==> config.mk <==
export PLATFORM = sky130hd
export DESIGN_NAME = prog_cache_refill
export DESIGN_NICKNAME = d
export VERILOG_FILES = /design/src/rtl/prog_cache_refill.sv
export SDC_FILE = /design/constraint.sdc
export NUM_CORES = 1
export LEC_CHECK = 0
export CORE_AREA = 2 2 262 264
export CTS_CLUSTER_DIAMETER = 30
export CTS_CLUSTER_SIZE = 14
export DETAILED_ROUTE_END_ITERATION = 7
export DIE_AREA = 0 0 264 266
export PLACE_DENSITY = 0.68
export SETUP_SLACK_MARGIN = 0.4
export SYNTH_ARGS = -nofsm -noshare
export SYNTH_HDL_FRONTEND = slang
export SYNTH_SLANG_ARGS = --single-unit
==> constraint.sdc <==
create_clock -name clock -period 4.03 [get_ports clock]
set_input_delay 0.403 -clock clock [delete_from_list [all_inputs] [get_ports clock]]
set_output_delay 0.403 -clock clock [all_outputs]
set_load 0.01 [all_outputs]
==> src/rtl/prog_cache_refill.sv <==
// rtl/prog_cache_refill.sv - program cache refill engine: fetches a 4 KiB region word by word and emits 512-bit lines
module prog_cache_refill #(
  parameter int LINE_WIDTH     = 512,
  parameter int WORDS_PER_LINE = LINE_WIDTH / 32,
  parameter int LINES_PER_FILL = 64,
  parameter int TAG_WIDTH      = 18
) (
  input  logic                                clock,
  input  logic                                reset,
  input  logic                                is_req,
  input  logic [TAG_WIDTH-1:0]                req_addr,
  output logic                                mem_req,
  output logic [31:0]                         mem_addr,
  input  logic                                mem_ready,
  input  logic                                mem_rvalid,
  input  logic [31:0]                         mem_rdata,
  output logic [LINE_WIDTH-1:0]               line_data,
  output logic [$clog2(LINES_PER_FILL)-1:0]   line_index,
  output logic                                line_valid,
  output logic                                busy,
  output logic                                fill_done
);

  localparam int LINE_BITS = $clog2(LINES_PER_FILL);
  localparam int WORD_BITS = $clog2(WORDS_PER_LINE);
  // Region base is {tag, 14'b0}; the bits between the region offset and the tag stay zero.
  localparam int PAD_BITS  = 32 - TAG_WIDTH - LINE_BITS - WORD_BITS - 2;

  localparam logic [WORD_BITS-1:0] LAST_WORD = WORD_BITS'(WORDS_PER_LINE - 1);
  localparam logic [LINE_BITS-1:0] LAST_LINE = LINE_BITS'(LINES_PER_FILL - 1);

  typedef enum logic [2:0] {IDLE, REQ, WAIT, EMIT, DONE} state_t;

  state_t               state;
  logic [TAG_WIDTH-1:0] tag_q;
  logic [LINE_BITS-1:0] line_cnt;
  logic [WORD_BITS-1:0] word_cnt;

  function automatic logic [31:0] addr_of(input logic [TAG_WIDTH-1:0] t,
                                          input logic [LINE_BITS-1:0] l,
                                          input logic [WORD_BITS-1:0] w);
    return {t, {PAD_BITS{1'b0}}, l, w, 2'b00};
  endfunction

  always_ff @(posedge clock) begin
    if (reset) begin
      state      <= IDLE;
      tag_q      <= '0;
      line_cnt   <= '0;
      word_cnt   <= '0;
      mem_req    <= 1'b0;
      mem_addr   <= '0;
      line_data  <= '0;
      line_index <= '0;
      line_valid <= 1'b0;
      busy       <= 1'b0;
      fill_done  <= 1'b0;
    end else begin
      line_valid <= 1'b0;
      fill_done  <= 1'b0;
      case (state)
        IDLE: begin
          if (is_req) begin
            tag_q    <= req_addr;
            line_cnt <= '0;
            word_cnt <= '0;
            mem_req  <= 1'b1;
            mem_addr <= addr_of(req_addr, '0, '0);
            busy     <= 1'b1;
            state    <= REQ;
          end
        end
        REQ: begin
          if (mem_ready) begin
            mem_req <= 1'b0;
            state   <= WAIT;
          end
        end
        WAIT: begin
          if (mem_rvalid) begin
            line_data[32*word_cnt +: 32] <= mem_rdata;
            if (word_cnt == LAST_WORD) begin
              line_valid <= 1'b1;
              line_index <= line_cnt;
              state      <= EMIT;
            end else begin
              word_cnt <= word_cnt + 1'b1;
              mem_req  <= 1'b1;
              mem_addr <= addr_of(tag_q, line_cnt, word_cnt + 1'b1);
              state    <= REQ;
            end
          end
        end
        EMIT: begin
          word_cnt <= '0;
          if (line_cnt == LAST_LINE) begin
            fill_done <= 1'b1;
            state     <= DONE;
          end else begin
            line_cnt <= line_cnt + 1'b1;
            mem_req  <= 1'b1;
            mem_addr <= addr_of(tag_q, line_cnt + 1'b1, '0);
            state    <= REQ;
          end
        end
        DONE: begin
          busy  <= 1'b0;
          state <= IDLE;
        end
        default: state <= IDLE;
      endcase
    end
  end

endmodule

* Yosys cells after proc, flatten, opt, wreduce, memory -nomap -nowiden *
Index checks and enable logic that the tools add are counted.

word-level totals
  flip-flop bits (word level) = 585
  output and inout bits = 554
  word-level logic and storage cells = 74

cells by class
  add/subtract/negate cells = 3
  equal/unequal tests = 11
  shifts and indexed selects = 2
  muxes and demuxes = 28
  bitwise operators = 3
  reductions and logical operators = 16

operator list
  cell                                                     number
  bitwise mux 512 bit                                      1
  variable shift 32 x 34 -> 512 bit, first input constant  1
  variable part select 32 x 34 -> 512 bit                  1
  two-way mux 32 bit                                       4
  one-hot mux 32 bit (3 select lines)                      1
  negator 9 -> 34 bit                                      1
  two-way mux 3 bit                                        4
  two-way mux 4 bit                                        3
  two-way mux 6 bit                                        2
  one-hot mux 3 bit (4 select lines)                       1
  one-hot mux 4 bit (3 select lines)                       1
  one-hot mux 6 bit (2 select lines)                       1
  != test 2 bit, second input constant                     5
  AND reduction 3 bit                                      3
  two-way mux 1 bit                                        7
  adder 6 x 1 -> 6 bit, second input constant              1
  equality test 3 x 2 -> 1 bit, second input constant      2
  equality test 6 bit, second input constant               1
  AND reduction 2 bit                                      3
  AND reduction 6 bit                                      1
  AND reduction 5 bit                                      1
  adder 4 x 1 -> 4 bit, second input constant              1
  equality test 4 bit, second input constant               1
  one-hot mux 1 bit (4 select lines)                       1
  12 further kinds                                         15

* Depth between registers and ports, before layout *
Gate-level depths: netlist (run 1).

  depth in word-level cells = 4
  gate-level depth with buffers = 11
  gate-level depth less buffers = 6

* Worst setup path before layout (run 1) *
OpenSTA, ideal clock, no wires.

  path kind = register to register
  from = register word_cnt[2]
  to = register line_data[322]
  library setup time = 116 ps
  arrival time = 2267 ps
  path slack = 1648 ps
  stages on the path, launching flop included = 11
  buffers on the path = 5
  cells stage by stage = dfxtp_1 > buf_6 > buf_4 > nor3_1 > ha_1 > buf_2 > or3_1 > buf_2 > buf_6 > o311a_1 > a31o_1

on the way
  longest elaborated chain between the ends = 3

ends and longest elaborated chain
  element                                                                                              RTL line  text
  start: declaration                                                                                   37        logic [WORD_BITS-1:0] word_cnt;
  start signal: assignment                                                                             87        word_cnt <= word_cnt + 1'b1;
  negator 9 -> 34 bit *                                                                                81        line_data[32*word_cnt +: 32] <= mem_rdata;
  variable part select 32 x 34 -> 512 bit / variable shift 32 x 34 -> 512 bit (equally long branches)  81
  bitwise mux 512 bit *                                                                                81
  end signal: indexed assignment                                                                       81
  end: declaration                                                                                     17        output logic [LINE_WIDTH-1:0] line_data,

Every way passes the cells marked *; elsewhere a longest branch is shown, timed or not.
A chain may end at the register's enable or synchronous reset.

* Worst setup path after layout (run 1) *
  from = register word_cnt[0]
  to = register line_data[137]

The elaborated chain is that of the path after synthesis.

==> reports/qor.csv, run 1 <==
metric,value,unit
synth_area,23300,µm²
cpMostUsedCell,buf_4,
max_slew.worst_pin.slew,1.23,ns
routabilityCongestion,0.805,
routed_wl,95500,µm
fin_crit,3.37,ns
met1_length,38200,µm
top_layer,met5,
cts_setup_buffers,0,
vdd_ir_drop_max,0.000354,V
synth_xor_area_share,0.413,%
grt.total_usage,26.2,%
fp.dieW,264,µm
ys_types,72,
wl_met2,45000,µm
outcome,"finished, final reports clean",
dp_cells,3983,
fin_crit_sh,83.7,%
dp_hpwl,62000,µm
std_cell_rows,96,
clk_pin_slew,0.04,ns
p_leak,13.2,nW
layout_common_cells,"clkdlybuf4s50_1, dfxtp_1, nand2_1",
yosys.area_share.simple,21.2,%
maxCapViolCount,0,
num_vias,22116,
wl_per_cell,22.6,µm
synth_edf_count,0,
cts_tree,done,
drv_slew,0,
via_per_inst,5.23,
crit_type,flip-flop to flip-flop,
cts_htree_levels,4,
rsz0062_at_grt,no,
stdcell_count,4225,
synth_flop_cell,dfxtp_1,
start_kind,flip-flop,
synthAdderAreaFrac,0.215,%
avgSynthCellArea,8.66,µm²
fmax,0.296,GHz
cts_hold_buf,0,
cp.arrival,3.94,ns
cts_sinks,581,
cp_max_fo,18,
dieArea,70200,µm²
synthArstFlopShare,0,%
route.detailed.drc,0,
grt.overflow.total,0,
crit_required,4.59,ns
first_global_vias,20856,
synth_top_family_by_area,simple AND/OR/NAND/NOR gates,
hold_viol_final,0,
yosys_warnings,0,
setup_viol,0,
yosysSeqAreaShare,49.9,%
drtAntennaViolNets,0,
placement.io_buffers,604,
finalNetCount,3295,
synthMuxAreaShare,9.30,%
grt_pass1_wl,138000,µm
final_common_cell,clkdlybuf4s50_1,
synthCells,2693,
insertion_delay,0.68,ns
ys_seq_elements,581,
power_density,513,nW/µm²
finalSetupTns,0,ns
cts_root_buf,clkbuf_16,
io_pins,609,
die_height,266,µm
crit_path_max_incr_delay,0.73,ns
antenna_found_initial,6,
final_core_util,51.3,%
skew,0.0232,ns
dr.pass1.iters,6,
relSlewSlack,17.5,%
hp-class,input pin to flip-flop,
crit_path_top_delay_cell,nand3_2,
synth_compound_area_share,12.7,%
met3_length,8680,µm
syn2layout_area_growth,49.0,%
core_area,67700,µm²
endpoint_kind,flip-flop,
initial_core_util,34.4,%
grt_max_degree,136,
drive_above_1_share,11.9,%
drt_iter0_markers,2084,
crit_chain,nor3_1 -> ha_1 -> buf_4 -> nand4b_1 -> nor2_1 -> nand3_2 -> buf_4 -> mux2i_1,
cts_made_buffers,133,
clk_path_buf_depth,3,
cts_resized,0,
area by class of cell:
type                            count  area (µm²)
Inverter                           35         139
Multi-Input combinational cell   1799       10400
Tap cell                          882        1100
Sequential cell                   581       11600
Fill cell                        6151       33000
Antenna cell                        1        2.50
Clock inverter                     57         838
Clock buffer                      184        3920
Timing Repair Buffer              686        6730
sequential cells by signal (all words and copies together), names as in the netlist, 3 cells and up:
signal      count
line_cnt        6
word_cnt        4
state           3
line_data     512
tag_q          18
mem_addr       28
line_index      6
cells by family after synthesis:
logic type                 Yosys count
adders and majority gates            4
muxes                              214
DFF                                581
buffers and inverters              316
other                                1
and+or+nand+nor                   1087
AOI/OAI and AO/OA                  482
xor gates and xnor gates             8
cell usage after synthesis, types with 3 or more instances:
cell type / instances / share of area, %
a21oi_1: 94 / 2.0
o31ai_1: 6 / 0.19
nand2b_1: 6 / 0.16
nor3_1: 12 / 0.26
mux2_2: 21 / 1.0
nor2b_1: 33 / 0.89
a211oi_1: 6 / 0.19
dfxtp_1: 581 / 50
o31ai_2: 3 / 0.16
or2_2: 4 / 0.11
a41o_1: 3 / 0.13
and2_1: 4 / 0.11
ha_1: 4 / 0.21
o21ai_1: 33 / 0.71
nor2_1: 23 / 0.37
o21ai_0: 224 / 4.8
xnor2_1: 4 / 0.15
buf_6: 20 / 0.97
nand3_1: 362 / 7.8
buf_4: 13 / 0.42
inv_1: 34 / 0.55
a31o_1: 32 / 1.2
o311a_1: 32 / 1.4
buf_2: 59 / 1.3
mux2i_1: 193 / 8.3
buf_1: 10 / 0.16
nand3_2: 3 / 0.13
nor4_1: 3 / 0.081
o211ai_1: 4 / 0.13
nand4_1: 36 / 0.97
o21ai_2: 24 / 0.90
nand2_1: 573 / 9.2
clkbuf_1: 179 / 2.9
through the flow:
| step | hold WS (ns) | power (W) | cell area [µm²] | setup WS [ns] |
|---|---|---|---|---|
| 6_report | 0.287 | 0.0178 | 34700 | 0.655 |
| 5_1_grt | 0.272 | 0.0183 | 34700 | 0.466 |
| 2_1_floorplan | 0.434 | 0.00631 | 23300 | 1.65 |
| 4_1_cts | 0.232 | 0.0179 | 34700 | 0.685 |
| 3_3_place_gp | 0.437 | 0.00669 | 30000 | 0.848 |
| 3_5_place_dp | 0.445 | 0.00669 | 30000 | 0.719 |
power by group:
part	internal (W)	switching, W	leakage [nW]	total [W]
logic	0.000215	0.000546	6.16	0.000761
clock network	0.00769	0.00352	2.32	0.0112
registers	0.00580	0.0000227	4.68	0.00583
total	0.0137	0.00409	13.2	0.0178
per-layer routing:
| layer | vias to the layer above | global-route usage [%] |
|---|---|---|
| met2 | 1003 | 42.6 |
| met3 | 191 | 7.94 |
| li1 | 10370 | - |
| met4 | 2 | 11.9 |
| met5 | - | 0 |
| met1 | 10550 | 31.8 |
critical path: cells and delay by family, from the launching register on:
kind,cells,cell delay (ns)
flops,1,0.55
simple gates,4,1.56
fa+ha+maj,1,0.29
mux,1,0.14
buf+inv,2,0.67
worst paths after layout:
check        cells past startpoint                           to                     start  slack (ns)
max                              8  line_data[137]$_SDFFE_PP0P_  word_cnt[0]$_SDFFE_PP0P_        0.66
min                              3        tag_q[3]$_SDFFE_PP0P_               req_addr[3]        0.29
max reg2reg                      8  line_data[137]$_SDFFE_PP0P_  word_cnt[0]$_SDFFE_PP0P_        0.66
min reg2reg                      2       tag_q[17]$_SDFFE_PP0P_    tag_q[17]$_SDFFE_PP0P_        0.45
Power figures use the tool's default switching activity.
==> inputs of run 2 (changes only) <==
PLACE_DENSITY = 0.7   (was 0.68)
clock period = 3 ns   (was 4.03 ns; I/O delays follow)
==> run 2 against run 1 <==
Effect of this change:
- clock skew up 0.016 ns
- hold slack got worse by 0.064 ns
- via count increased by 0.71%
==> reports/qor.csv, run 2 (synthesized netlist as in run 1, its figures left out) <==
metric,value,unit,change
dp_slack,0.246,ns,-0.473 ns
cts_tree,done,,
stdcell_count,4244,,+0.45%
crit_type,flip-flop to flip-flop,,
grt.overflow.total,0,,unchanged
grt_pass1_wl,138000,µm,-0.41%
routed_wl,95000,µm,-0.61%
cts_sinks,581,,unchanged
clockPowerShare,60.2,%,-2.8 points
hold_viol_final,0,,unchanged
wl_per_cell,22.4,µm,-1.1%
cts_htree_levels,3,,-1
fillCellCount,6267,,+1.9%
drtAntennaViolNets,0,,unchanged
max_slew.worst_pin.slew,0.973,ns,-0.262 ns
finalPower,0.0223,W,+25%
maxCapViolCount,0,,unchanged
dp_hpwl,64200,µm,+3.6%
fp.dieW,264,µm,unchanged
dr.pass1.iters,6,,unchanged
rsz0062_at_grt,yes,,
grt.total_usage,25.9,%,-0.28 points
pwr-share-seq,35.1,%,+2.4 points
outcome,"finished, final reports clean",,
top_register,line_data,,
routabilityCongestion,0.815,,+1.2%
die_height,266,µm,unchanged
vdd_ir_drop_max,0.000432,V,+22%
fin_crit_sh,82.2,%,-1.5 points
fin_crit,2.47,ns,-0.908 ns
route.detailed.drc,0,,unchanged
std_cell_rows,96,,unchanged
crit_required,3.59,ns,-1.00 ns
endpoint_kind,flip-flop,,
drv_slew,0,,unchanged
clk_pin_slew,0.05,ns,about the same
num_vias,22273,,+0.71%
internal-power,0.0169,W,+23%
reg_top3,"line_data x512, mem_addr x28, tag_q x18",,
switchingPower,0.00542,W,+32%
final_common_cell,clkdlybuf4s50_1,,
first_global_vias,20838,,-0.086%
fmax,0.405,GHz,+37%
comb_power_share,4.7,%,+0.4 points
setup_viol,0,,unchanged
skew,0.0387,ns,+0.0155 ns
cp.arrival,3.06,ns,-0.88 ns
drive_above_1_share,12.4,%,+0.51 points
placement.io_buffers,604,,unchanged
cp_max_fo,46,,+28
start_kind,flip-flop,,
relSlewSlack,35.0,%,+18 points
cts_hold_buf,0,,unchanged
insertion_delay,0.67,ns,about the same
layout_common_cells,"clkdlybuf4s50_1, dfxtp_1, nand2_1",,
via_per_inst,5.25,,+0.26%
finalWorstSetupSlack,0.533,ns,-0.122 ns
cts_root_buf,clkbuf_16,,
p_leak,13.0,nW,-0.95%
io_pins,609,,unchanged
dieArea,70200,µm²,unchanged
swShare,24.3,%,+1.4 points
drt_iter0_markers,1926,,-7.6%
finalSetupTns,0,ns,unchanged
initial_core_util,34.4,%,unchanged
grt_max_degree,94,,-31%
regArea,11600,µm²,about the same
syn2layout_area_growth,48.2,%,
core_area,67700,µm²,unchanged
hp-class,input pin to flip-flop,,
dp_cells,4013,,+0.75%
largest_register_ffs,512,,unchanged
power_density,645,nW/µm²,+26%
finalNetCount,3314,,+0.58%
antenna_found_initial,7,,+1
multi_input_area,10400,µm²,+0.31%
cts_made_buffers,121,,-9.0%
clk_path_buf_depth,3,,unchanged
[run 2: cell count changes in the layout (fill, tap and decap cells not counted), moves of 7 or more]
cell	delta
buf_4	+17
clkbuf_8	-24
clkinv_4	+8
inv_6	+10
clkinvlp_4	+7
buf_12	+8
clkbuf_16	-15
[run 2: critical path, cell delays in order (launching register included)]
cell     delay [ns]
dfxtp_1        0.48
nor3_1         0.10
ha_1           0.20
buf_4          0.17
or3_2          0.45
buf_4          0.28
nor3_4         0.24
buf_4          0.26
a31o_1         0.17
[run 2: path summary, 6_finish.rpt]
kind / startpoint / endpoint / slack (ns) / depth (start not counted)
worst max-delay path: word_cnt[1]$_SDFFE_PP0P_ / line_data[339]$_SDFFE_PP0P_ / 0.53 / 8
worst min-delay path: req_addr[1] / tag_q[1]$_SDFFE_PP0P_ / 0.22 / 3
worst max register to register: word_cnt[1]$_SDFFE_PP0P_ / line_data[339]$_SDFFE_PP0P_ / 0.53 / 8
worst min register to register: line_data[381]$_SDFFE_PP0P_ / line_data[381]$_SDFFE_PP0P_ / 0.44 / 2
[run 2: final cells by class]
cell class | instances | share of cell area [%]
sequential | 581 | 33.7
multi-input combinational | 1799 | 30.1
timing repair buffer | 717 | 20.5
clock buffer | 147 | 9.34
tap | 882 | 3.19
clock inverter | 79 | 2.75
inverter | 35 | 0.402
antenna | 4 | 0.0290
[run 2: through the flow]
step	area (µm²)	hold slack [ns]	utilization, %
floorplan	23300	0.434	-
CTS	34500	0.154	50.9
global route	34500	0.214	51.0
global placement	30300	0.438	44.7
finish	34500	0.224	51.0
detailed placement	30300	0.440	44.7
[run 2: routing by layer]
metal	up-vias	part of all wire, %	global-route usage (%)
li1	10412	-	-
met5	-	0.022	0
met1	10715	40	31.9
met3	173	8.6	6.74
met4	2	3.7	11.5
met2	971	47	42.6
[run 2: timing repair]
item | CTS | global route
resized for setup | 4 | 13
gates cloned | 0 | 0
buffers inserted | 0 | 1
pin swaps | 0 | 1
hold endpoints to repair | 0 | 0
endpoints found under the setup margin | 38 | 157
[run 2: power by group through the flow]
| stage | clock network, W | logic [W] | registers [W] |
|---|---|---|---|
| floorplan | 0 | 0.000499 | 0.00797 |
| global placement | 0 | 0.00104 | 0.00796 |
| detailed placement | 0 | 0.00104 | 0.00797 |
| CTS | 0.0136 | 0.00105 | 0.00782 |
| global route | 0.0140 | 0.00111 | 0.00781 |
| finish | 0.0134 | 0.00105 | 0.00782 |
